### src/rtl/ldtu_mode_sequencer_if.sv
// ldtu_mode_sequencer_if
//   Carries the control inputs and status outputs of the LiTe-DTU orbit/mode
//   sequencer. Clock and reset are kept as plain ports on the module.
//   master: drives enable, bc0_sync, fallback_req and err_clr; observes the status.
//   slave : the sequencer itself.
//   Status signals:
//     Orbit      - one-cycle orbit pulse
//     fallback   - encoder mode select
//     bc_count   - bunch-crossing count
//     mode_state - NORMAL/DRAIN/FALLBACK/RESUME
//     switching  - high during DRAIN or RESUME
//     locked     - BC0 has been seen
//     sync_err   - sticky misaligned-BC0 flag
interface ldtu_mode_sequencer_if #(
  parameter int BC_W = 12
);
  logic            enable;
  logic            bc0_sync;
  logic            fallback_req;
  logic            err_clr;
  logic            Orbit;
  logic            fallback;
  logic [BC_W-1:0] bc_count;
  logic [1:0]      mode_state;
  logic            switching;
  logic            locked;
  logic            sync_err;

  modport master (
    output enable, bc0_sync, fallback_req, err_clr,
    input  Orbit, fallback, bc_count, mode_state, switching, locked, sync_err
  );

  modport slave (
    input  enable, bc0_sync, fallback_req, err_clr,
    output Orbit, fallback, bc_count, mode_state, switching, locked, sync_err
  );
endinterface

### src/rtl/ldtu_mode_sequencer.sv
// ldtu_mode_sequencer
//   Keeps a bunch-crossing counter locked to BC0 and emits the Orbit pulse.
//   It sequences fallback entry and exit through a drain period. The switch
//   itself only happens on an orbit boundary, so the encoder restarts from
//   IDLE with a header.
//   Ports:
//     CLK   - the only clock
//     reset - asynchronous reset, active low
//     bus   - slave side of ldtu_mode_sequencer_if (controls in, status out)
module ldtu_mode_sequencer #(
  parameter int ORBIT_LEN    = 3564,
  parameter int BC_W         = 12,
  parameter int DRAIN_CYCLES = 4
) (
  input  logic                  CLK,
  input  logic                  reset,
  ldtu_mode_sequencer_if.slave  bus
);

  localparam int DW = (DRAIN_CYCLES > 1) ? $clog2(DRAIN_CYCLES) : 1;
  localparam logic [DW-1:0]   DRN_LOAD = DW'(DRAIN_CYCLES - 1);
  localparam logic [BC_W-1:0] BC_LAST  = BC_W'(ORBIT_LEN - 1);

  // Encoding chosen so that bit1 is the fallback select and bit0 is "switching".
  typedef enum logic [1:0] {
    NORMAL   = 2'b00,
    DRAIN    = 2'b01,
    FALLBACK = 2'b10,
    RESUME   = 2'b11
  } mode_e;

  mode_e           state_q, state_d;
  logic [BC_W-1:0] bc_q, bc_d;
  logic [DW-1:0]   drn_q, drn_d;
  logic            locked_q, orbit_q, err_q;
  logic            wrap, at_zero, align, expired, err_set;

  assign wrap    = (bc_q == BC_LAST);
  assign expired = (drn_q == '0);
  assign err_set = bus.bc0_sync & bus.enable & locked_q & ~wrap;

  // Next count. BC0 realigns the counter even when it arrives off-boundary.
  always_comb begin
    bc_d = bc_q;
    if (bus.enable) begin
      if (bus.bc0_sync || wrap) bc_d = '0;
      else                      bc_d = bc_q + 1'b1;
    end
  end

  assign at_zero = (bc_d == '0);
  // Unlocked: no orbit exists yet, so any cycle counts as a boundary.
  assign align   = ~locked_q | (bus.enable & at_zero);

  always_comb begin
    state_d = state_q;
    drn_d   = expired ? drn_q : drn_q - 1'b1;
    unique case (state_q)
      NORMAL:   if (bus.fallback_req) state_d = DRAIN;
      DRAIN:    if (!bus.fallback_req)   state_d = NORMAL;
                else if (expired && align) state_d = FALLBACK;
      FALLBACK: if (!bus.fallback_req) state_d = RESUME;
      RESUME:   if (bus.fallback_req)    state_d = FALLBACK;
                else if (expired && align) state_d = NORMAL;
      default:  state_d = NORMAL;
    endcase
    // Reload whenever a drain-type state is freshly entered, including after an abort.
    if ((state_d == DRAIN && state_q != DRAIN) || (state_d == RESUME && state_q != RESUME))
      drn_d = DRN_LOAD;
  end

  always_ff @(posedge CLK or negedge reset) begin
    if (!reset) begin
      state_q  <= NORMAL;
      bc_q     <= '0;
      drn_q    <= '0;
      locked_q <= 1'b0;
      orbit_q  <= 1'b0;
      err_q    <= 1'b0;
    end else begin
      state_q  <= state_d;
      bc_q     <= bc_d;
      drn_q    <= drn_d;
      locked_q <= locked_q | (bus.enable & bus.bc0_sync);
      orbit_q  <= bus.enable & (locked_q | bus.bc0_sync) & at_zero;
      // A set request takes priority over a clear in the same cycle.
      err_q    <= err_set | (err_q & ~bus.err_clr);
    end
  end

  assign bus.Orbit      = orbit_q;
  assign bus.bc_count   = bc_q;
  assign bus.mode_state = state_q;
  // These are decoded from the state register. Because the state register is
  // loaded from the next state, fallback changes on the same edge that raises Orbit.
  assign bus.fallback   = state_q[1];
  assign bus.switching  = state_q[0];
  assign bus.locked     = locked_q;
  assign bus.sync_err   = err_q;

endmodule

### src/flat_wrapper.sv
// flat-port wrapper written by rule: the top's interface ports become plain ports
module ldtu_mode_sequencer_flat 
#(
  parameter int ORBIT_LEN    = 3564,
  parameter int BC_W         = 12,
  parameter int DRAIN_CYCLES = 4
)
  (CLK, reset, bus_enable, bus_bc0_sync, bus_fallback_req, bus_err_clr, bus_Orbit, bus_fallback, bus_bc_count, bus_mode_state, bus_switching, bus_locked, bus_sync_err);
  ldtu_mode_sequencer_if #(.BC_W(BC_W)) bus_i ();
  input  logic CLK;
  input  logic reset;
  input wire logic [$bits(bus_i.enable)-1:0] bus_enable;
  input wire logic [$bits(bus_i.bc0_sync)-1:0] bus_bc0_sync;
  input wire logic [$bits(bus_i.fallback_req)-1:0] bus_fallback_req;
  input wire logic [$bits(bus_i.err_clr)-1:0] bus_err_clr;
  output wire logic [$bits(bus_i.Orbit)-1:0] bus_Orbit;
  output wire logic [$bits(bus_i.fallback)-1:0] bus_fallback;
  output wire logic [$bits(bus_i.bc_count)-1:0] bus_bc_count;
  output wire logic [$bits(bus_i.mode_state)-1:0] bus_mode_state;
  output wire logic [$bits(bus_i.switching)-1:0] bus_switching;
  output wire logic [$bits(bus_i.locked)-1:0] bus_locked;
  output wire logic [$bits(bus_i.sync_err)-1:0] bus_sync_err;
  assign bus_i.enable = bus_enable;
  assign bus_i.bc0_sync = bus_bc0_sync;
  assign bus_i.fallback_req = bus_fallback_req;
  assign bus_i.err_clr = bus_err_clr;
  assign bus_Orbit = bus_i.Orbit;
  assign bus_fallback = bus_i.fallback;
  assign bus_bc_count = bus_i.bc_count;
  assign bus_mode_state = bus_i.mode_state;
  assign bus_switching = bus_i.switching;
  assign bus_locked = bus_i.locked;
  assign bus_sync_err = bus_i.sync_err;
  ldtu_mode_sequencer #(.ORBIT_LEN(ORBIT_LEN), .BC_W(BC_W), .DRAIN_CYCLES(DRAIN_CYCLES)) u_core (.CLK(CLK), .reset(reset), .bus(bus_i));
endmodule
### config.mk
export PLATFORM = sky130hd
export DESIGN_NAME = ldtu_mode_sequencer_flat
export DESIGN_NICKNAME = d
export VERILOG_FILES = /design/src/rtl/ldtu_mode_sequencer_if.sv /design/src/rtl/ldtu_mode_sequencer.sv /design/src/flat_wrapper.sv
export SDC_FILE = /design/constraint.sdc
export NUM_CORES = 1
export LEC_CHECK = 0
export CAP_MARGIN = 20
export CELL_PAD_IN_SITES_DETAIL_PLACEMENT = 1
export CELL_PAD_IN_SITES_GLOBAL_PLACEMENT = 2
export CORE_MARGIN = 4
export CORE_UTILIZATION = 36
export DETAILED_ROUTE_END_ITERATION = 6
export DONT_BUFFER_PORTS = 1
export HOLD_SLACK_MARGIN = 0.03
export PLACE_DENSITY_LB_ADDON = 0.1
export RECOVER_POWER = 50
export REMOVE_ABC_BUFFERS = 1
export SYNTH_ARGS = -nofsm -noshare
export SYNTH_HDL_FRONTEND = slang
export SYNTH_SLANG_ARGS = --single-unit
### constraint.sdc
create_clock -name CLK -period 3.21 [get_ports CLK]
set_input_delay 0.1605 -clock CLK [delete_from_list [all_inputs] [get_ports CLK]]
set_output_delay 0.1605 -clock CLK [all_outputs]
set_load 0.005 [all_outputs]
# Yosys cells after proc, flatten, opt, wreduce, memory -nomap -nowiden
# Index checks and enable logic that the tools add are counted.
# word_totals
reg_bits,19
latch_bits,0
ram_bits,0
romBits,0
in_bits,6
out_inout_bits,19
elab_cells,50
n_memories,0
# classes
n_addsub,2
mul,0
n_div,0
order_cmp,0
n_eq_ne,9
shift,0
muxes,11
bitwise_logic,14
reduce_logical,8
# ops
operator,count
12-bit 2-to-1 mux,2
2-bit 2-to-1 mux,8
"12-bit by 1-bit adder with 12-bit output, second input constant",1
"12-bit == test, second input constant",1
12-bit zero test,1
2-bit case mux with 4 select lines,1
1-bit bitwise AND,7
"2-bit == test, second input constant",3
"2-bit by 1-bit == test with 1-bit output, second input constant",2
2-bit zero test,2
"2-bit inequality test, second input constant",2
1-bit bitwise OR,4
1-bit logical AND,3
1-bit inverter,3
1-bit logical OR,2
"2-bit by 1-bit inequality test with 1-bit output, second input constant",1
"2-bit by 1-bit subtractor with 2-bit output, second input constant",1

# Longest topological paths before layout
# Gate-level depths: netlist of run 1.
# logic_depth
depth_word,15
depth_mapped,7

# Worst setup path before layout of run 1
# No wires, ideal clock.
# synth_timing
path_type,register -> register
startpoint,reg u_core.bc_q[0] (netlist: u_core.bus.bc_count[0])
endpoint,reg u_core.state_q[1] (netlist: u_core.bus.mode_state[1])
arrival_time_ns,2.185
required_ns,3.082
path_slack_ns,0.897
path_stages_with_launch,8
path_cell_list,dfrtp_1 ha_1 and3_4 a211o_1 a2111oi_2 nand4_1 a31oi_1 mux2_1
# synth_via
elab_chain_len,11
# synth_rtl
element,line_no,rtl
"start, declared",ldtu_mode_sequencer.sv:33,"logic [BC_W-1:0] bc_q, bc_d;"
"start signal, assigned",ldtu_mode_sequencer.sv:75,bc_q <= '0;
"start signal, assigned",ldtu_mode_sequencer.sv:82,bc_q <= bc_d;
"parallel branches: the longest is 3 deep, another holds 12-bit by 1-bit adder with 12-bit output",--,
12-bit 2-to-1 mux (*),ldtu_mode_sequencer.sv:45,if (bus.enable) begin
12-bit zero test (*),ldtu_mode_sequencer.sv:51,assign at_zero = (bc_d == '0);
1-bit bitwise AND (*),ldtu_mode_sequencer.sv:53,assign align = ~locked_q | (bus.enable & at_zero);
1-bit bitwise OR (*),ldtu_mode_sequencer.sv:53,
1-bit logical AND (*),"ldtu_mode_sequencer.sv:61, ldtu_mode_sequencer.sv:64",
2-bit 2-to-1 mux (on tied branches),"ldtu_mode_sequencer.sv:64, ldtu_mode_sequencer.sv:61",
2-bit 2-to-1 mux (on tied branches),"ldtu_mode_sequencer.sv:63, ldtu_mode_sequencer.sv:60",
2-bit case mux with 4 select lines (*),ldtu_mode_sequencer.sv:58,unique case (state_q)
net u_core.state_d[1],ldtu_mode_sequencer.sv:32,"mode_e state_q, state_d;"
"end signal, assigned",ldtu_mode_sequencer.sv:81,state_q <= state_d;
"end, declared",ldtu_mode_sequencer.sv:32,
# Mark *: on every way through the listed nets, which the timed path passes.
# A chain may end at the register's enable or synchronous reset.

# Worst setup path in the final report of run 1
# Same ends and word-level chain as after synthesis.

==> impl_metrics.json, run 1 <==
{
  "routabilityCongestion": 0.716,
  "ios": 25,
  "rr_startpoint": "u_core.bus.bc_count[0]",
  "worstSetupPathType": "flip-flop to flip-flop",
  "post_drt_via_cell_ratio": 5.78,
  "clkSinkCount": 19,
  "cp-end-kind": "flip-flop",
  "grt_setup_unrepaired": "false",
  "maxSlewHeadroom_pct": 40.2,
  "irDropWorstVdd_uv": 245,
  "ant_nets": 0,
  "cp.arrival_ns": 2.79,
  "clk_pin_slew_ns": 0.12,
  "cellLeakagePower_uw": 0.000470,
  "cap_violations": 0,
  "dp_hpwl_um": 1900,
  "totalWireLength_um": 2700,
  "grt_max_degree": 20,
  "busiest_layer": "met2",
  "fin_area_mm2": 0.00118,
  "avgSynthCellArea_um2": 9.17,
  "clock_latency_ns": 0.31,
  "grt_use_met2_pct": 23.9,
  "place_ws_ns": 0.620,
  "dr.pass1.iters": 4,
  "port_buffers": 0,
  "async_flop_share_pct": 100,
  "antenna-diode-count": 0,
  "wl_per_cell_um": 17.7,
  "drtIter0Drc": 14,
  "period_needed_ns": 2.59,
  "hp-class": "input port to flip-flop",
  "crit_fanout": 8,
  "setup_slack_ns": 0.623,
  "start_util_pct": 39.2,
  "drc": 0,
  "ys_seq_area_share_pct": 42.5,
  "grt_pass1_wl_um": 4570,
  "synth_edf_count": 0,
  "htree_levels": 1,
  "setup_viol": 0,
  "min_from": "bus_enable",
  "critPathLaunchType": "flip-flop",
  "finalPower_uw": 564,
  "worstPathRequired_ns": 3.42,
  "max_clock_freq_mhz": 387,
  "slew_violations": 0,
  "synth-warning-count": 0,
  "die_area_mm2": 0.00406,
  "hold_path_depth": 3,
  "antenna_found_initial": 0,
  "std_cell_rows": 19,
  "core-area_mm2": 0.00285,
  "numCtsBuffers": 3,
  "use_met3_pct": 3.15,
  "fin_crit_sh_pct": 80.6,
  "setup_tns_ns": 0,
  "syn_inst": 122,
  "outcome": "finished clean",
  "ys_seq_elements": 19,
  "final_nets": 131,
  "whs_endpoint": "u_core.bus.bc_count[2]",
  "die_w_um": 63.7,
  "dieHeight_um": 63.7,
  "grt_overflow_total": 0,
  "r2r_slack_ns": 0.62,
  "cts_resized": 0,
  "clock-root-buffer": "clkbuf_4",
  "worst_pin_slew_ns": 0.895,
  "worstPathCellList": "ha_1 -> and3_4 -> a211o_1 -> a2111oi_2 -> nand4_1 -> a31oi_1 -> mux2_1",
  "drive_gt1_share_pct": 5.74,
  "slowest_stage": "dfrtp_1",
  "worstReg2RegEnd": "u_core.bus.mode_state[1]",
  "critical-path-max-stage-delay_ns": 0.47,
  "hold_viol_final": 0,
  "synth-main-ff-cell": "dfrtp_1",
  "reg2regPathDepth": 7,
  "synth_cell_types": 37,
  "postPlaceCellArea_mm2": 0.00110,
  "use_met1_pct": 18.5,
  "fin_skew_ns": 0.000805,
  "clockBufferDepth": 2,
  "cts_tree": "yes",
  "powerDensity_mw_per_mm2": 476,
  "grt_usage_pct": 14.6,
  "synth_area_mm2": 0.00112,
  "grt_pass1_vias": 922,
  "synthToLayoutAreaGrowth_pct": 5.82,
  "via_count": 885
}
[logic make-up (layout without fill, tap and decap cells)]
family	Yosys count	count (layout)	share of synthesized area, %
AOI/OAI and AO/OA	18	18	10.5
xor gates and xnor gates	13	13	10.2
adders and majority gates	2	2	2.24
buffers and inverters	17	17	7.83
DFF	19	19	42.5
muxes	2	2	2.01
and+or+nand+nor	51	51	24.7
[through the flow]
stage | instances | util [%] | hold WS (ns)
final | 153 | 41.5 | 0.0543
after global placement | 143 | 38.4 | -0.135
after CTS | 153 | 41.5 | 0.0519
after global routing | 153 | 41.5 | 0.0531
after floorplan | 112 | - | -0.135
after detailed placement | 143 | 38.4 | -0.135
[power by group]
part	leakage (uW)	switching, uW	internal [uW]
combinational	0.000208	57.0	59.4
sequential	0.000244	43.0	274
clock	0.0000177	83.5	46.6
total	0.000470	184	380
[cells in the mapped netlist (2+ instances only)]
library cell	number	area share (%)
nand2_1	11	3.7
nand4_1	7	3.9
o22ai_1	2	1.1
xnor2_1	9	7.0
nand2b_1	2	1.1
or4_1	2	1.3
buf_2	3	1.3
clkbuf_1	2	0.67
nor2_1	12	4.0
and3_1	2	1.1
nor3_1	3	1.3
inv_1	7	2.3
o31ai_1	3	2.0
xor2_1	4	3.1
a21oi_1	3	1.3
nand3_1	3	1.3
o21ai_0	6	2.7
ha_1	2	2.2
dfrtp_1	19	43
buf_4	3	2.0
[cell usage in the layout (no fill, tap or decap), drive strengths merged, types with 3 or more instances in the layout]
| cell | count |
|---|---|
| dfrtp | 19 |
| nor2 | 12 |
| nand2 | 11 |
| xnor2 | 9 |
| inv | 7 |
| nand4 | 7 |
| o21ai | 6 |
| dlygate4sd3 | 6 |
| xor2 | 4 |
| o31ai | 3 |
| nand3 | 3 |
| a21oi | 3 |
| nor3 | 3 |
| clkbuf | 3 |
| and3 | 3 |
[per-layer routing]
metal	vias to the layer above	share of wire [%]	routed length, um
li1	425	-	-
met1	438	47	1280
met2	17	46	1260
met3	5	4.1	110
met4	0	2.0	53
met5	-	0	0
[timing repair]
action                                 4_1_cts  5_1_grt
hold buffers                                 6        0
buffers inserted                             0        0
endpoints found under the hold margin       27        0
[flip-flops by register name, indices dropped and copies added (netlist names)]
name / cells
u_core.bus.Orbit: 1
u_core.bus.bc_count: 12
u_core.bus.locked: 1
u_core.bus.mode_state: 2
u_core.bus.sync_err: 1
u_core.drn_q: 2
[final cells by class]
| type | count | area, um2 |
|---|---|---|
| well taps | 31 | 38.8 |
| clock inverters | 1 | 5.00 |
| inverters | 7 | 26.3 |
| flip-flops and latches | 19 | 475 |
| repair buffers | 6 | 60.1 |
| clock buffers | 3 | 22.5 |
| multi-input cells | 86 | 556 |
| fillers | 333 | 1670 |
[critical path, delay by kind of cell (launching register included)]
kind	cells	cell delay [ns]
simple gates	2	0.38
fa+ha+maj	1	0.33
flops	1	0.47
compound gates	3	0.96
mux	1	0.34
[worst max-delay path by stage]
stage / startpoint / to / slack, ns / depth (start not counted)
2_1_floorplan: u_core.bus.bc_count[0] / u_core.bus.mode_state[1] / 0.90 / 7
3_3_place_gp: u_core.bus.bc_count[0] / u_core.bus.mode_state[1] / 0.64 / 7
3_5_place_dp: u_core.bus.bc_count[0] / u_core.bus.mode_state[1] / 0.62 / 7
4_1_cts: u_core.bus.bc_count[0] / u_core.bus.mode_state[1] / 0.60 / 7
5_1_grt: u_core.bus.bc_count[0] / u_core.bus.mode_state[1] / 0.45 / 7
6_report: u_core.bus.bc_count[0] / u_core.bus.mode_state[1] / 0.62 / 7
(Power assumes the default switching activity.)
==> run 2, diff against run 1 <==
--- a/config.mk
+++ b/config.mk
@@ -9,7 +9,7 @@
 export CELL_PAD_IN_SITES_DETAIL_PLACEMENT = 1
 export CELL_PAD_IN_SITES_GLOBAL_PLACEMENT = 2
 export CORE_MARGIN = 4
-export CORE_UTILIZATION = 36
+export CORE_UTILIZATION = 33
 export DETAILED_ROUTE_END_ITERATION = 6
 export DONT_BUFFER_PORTS = 1
 export HOLD_SLACK_MARGIN = 0.03
==> constraint.sdc (replaced) <==
create_clock -name CLK -period 2.05 [get_ports CLK]
set_input_delay 0.1025 -clock CLK [delete_from_list [all_inputs] [get_ports CLK]]
set_output_delay 0.1025 -clock CLK [all_outputs]
set_load 0.005 [all_outputs]
==> impl_metrics.json, run 2 (same netlist as run 1, synthesis figures left out) <==
{
  "outcome": "finished with violations",
  "violations": "negative setup slack",
  "internal_power_uw": 649,
  "clk_pin_slew_ns": 0.11,
  "slowest_stage": "dfrtp_1",
  "core-area_mm2": 0.00315,
  "antenna-diode-count": 0,
  "numCtsBuffers": 3,
  "drtIter0Drc": 52,
  "clockBufferDepth": 2,
  "wl_per_cell_um": 17.0,
  "maxSlewHeadroom_pct": 40.9,
  "final_nets": 163,
  "dr.pass1.iters": 4,
  "critical-path-max-stage-delay_ns": 0.43,
  "crit_start": "u_core.bus.bc_count[1]",
  "post_drt_via_cell_ratio": 5.12,
  "period_needed_ns": 2.26,
  "max_clock_freq_mhz": 443,
  "cts_tree": "yes",
  "routabilityCongestion": 0.747,
  "grt_pass1_vias": 1064,
  "reg2regPathDepth": 7,
  "start_util_pct": 35.5,
  "via_count": 1013,
  "cp-end-kind": "flip-flop",
  "antenna_found_initial": 0,
  "hold_path_depth": 3,
  "grt_overflow_total": 0,
  "std_cell_rows": 20,
  "worstPathCellList": "ha_4 -> and3_4 -> a211o_1 -> a2111oi_4 -> nand4_1 -> a31oi_2 -> mux2_1",
  "seq_power_share_pct": 50.9,
  "worstReg2RegEnd": "u_core.bus.mode_state[1]",
  "layout_commonest_cell": "buf_4",
  "swShare_pct": 31.9,
  "worstPathRequired_ns": 2.25,
  "irDropWorstVdd_uv": 256,
  "cellLeakagePower_uw": 0.000638,
  "layout_common_cells": "buf_4 (27), dfrtp_1 (18), nor2_1 (12)",
  "setup_viol": 2,
  "dieHeight_um": 66.2,
  "setup_slack_ns": -0.209,
  "postPlaceCellArea_mm2": 0.00134,
  "p_clk_share_pct": 20.7,
  "htree_levels": 1,
  "p_switching_uw": 304,
  "drc": 0,
  "hold_viol_final": 0,
  "clkSinkCount": 19,
  "clock-root-buffer": "clkbuf_4",
  "slew_violations": 0,
  "largest_register_ffs": 12,
  "worstSetupPathType": "flip-flop to flip-flop",
  "finish.utilization_pct": 48.3,
  "ant_nets": 0,
  "min_from": "bus_bc0_sync",
  "dp_hpwl_um": 2280,
  "grt_setup_unrepaired": "true",
  "totalWireLength_um": 3360,
  "grt_usage_pct": 16.9,
  "ios": 25,
  "cp.arrival_ns": 2.46,
  "crit_fanout": 3,
  "port_buffers": 0,
  "rr_startpoint": "u_core.bus.bc_count[1]",
  "fin_skew_ns": 0.00329,
  "place_ws_ns": -0.273,
  "powerDensity_mw_per_mm2": 626,
  "cap_violations": 0,
  "pwr-share-comb_pct": 28.3,
  "synthToLayoutAreaGrowth_pct": 36.1,
  "critPathLaunchType": "flip-flop",
  "clock_latency_ns": 0.30,
  "grt_pass1_wl_um": 5490,
  "fin_crit_sh_pct": 110,
  "worst_pin_slew_ns": 0.884,
  "die_area_mm2": 0.00439,
  "die_w_um": 66.2,
  "whs_endpoint": "u_core.bus.bc_count[2]",
  "fin_area_mm2": 0.00152,
  "hp-class": "input port to flip-flop",
  "drive_gt1_share_pct": 29.9,
  "grt_max_degree": 20,
  "r2r_slack_ns": -0.21
}
run 2: cell types whose count changed in the layout (fill, tap and decap cells not counted), sizes merged:
cell,previous run,this run
buf,0,29
clkbuf,3,7
clkinv,1,0
run 2: how the worst max path moves through the flow:
stage / to / slack, ns / cells past startpoint
2_1_floorplan: u_core.bus.mode_state[1] / -0.26 / 7
3_3_place_gp: u_core.bus.mode_state[1] / -0.19 / 8
3_5_place_dp: u_core.bus.mode_state[1] / -0.27 / 8
4_1_cts: u_core.bus.mode_state[1] / -0.18 / 8
5_1_grt: u_core.bus.mode_state[1] / -0.31 / 7
6_report: u_core.bus.mode_state[1] / -0.21 / 7
run 2: worst max-delay path: cells and delay by family, from the launching register on:
kind	cells	cell delay, ns
AO/OA/AOI/OAI	3	0.88
AND/OR/NAND/NOR	2	0.34
adder cells (fa/ha/maj)	1	0.18
multiplexers	1	0.34
flip-flops	1	0.43
run 2: power by group through the flow:
| stage | registers [uW] | clock network (uW) | logic, uW |
|---|---|---|---|
| 6_report | 485 | 198 | 270 |
| 5_1_grt | 496 | 222 | 307 |
| 4_1_cts | 486 | 207 | 263 |
| 3_5_place_dp | 494 | 0 | 216 |
| 3_3_place_gp | 489 | 0 | 205 |
| 2_1_floorplan | 490 | 0 | 139 |
run 2: cell type report:
type	instances	area [um2]
Clock buffer	4	26.3
Fill cell	378	1630
Inverter	7	26.3
Multi-Input combinational cell	86	633
Sequential cell	19	477
Tap cell	44	55.1
Timing Repair Buffer	38	305
run 2: timing repair:
| item | in CTS | in global routing |
|---|---|---|
| endpoints found under the setup margin | 9 | 10 |
| pin swaps | 9 | 6 |
| hold endpoints to repair | 28 | 1 |
| gates resized for setup | 10 | 7 |
| cloned | 0 | 0 |
| hold buffers | 5 | 1 |
| buffers inserted | 5 | 2 |
run 2: layer usage:
layer	up-vias	part of all wire, %	global-route usage, %
li1	484	-	-
met1	505	42	19.9
met2	20	51	28.9
met3	4	4.6	6.12
met4	0	1.6	4.06
met5	-	0	0
run 2: stage by stage:
step                      std cells  power [uW]  hold WS (ns)  TNS (ns)
after global routing            198        1030         0.128    -0.554
after floorplan                 112         628        -0.193    -0.263
final                           198         953         0.123    -0.335
after global placement          185         693        -0.193    -0.188
after detailed placement        185         710        -0.192    -0.332
after CTS                       198         956        0.0505    -0.220
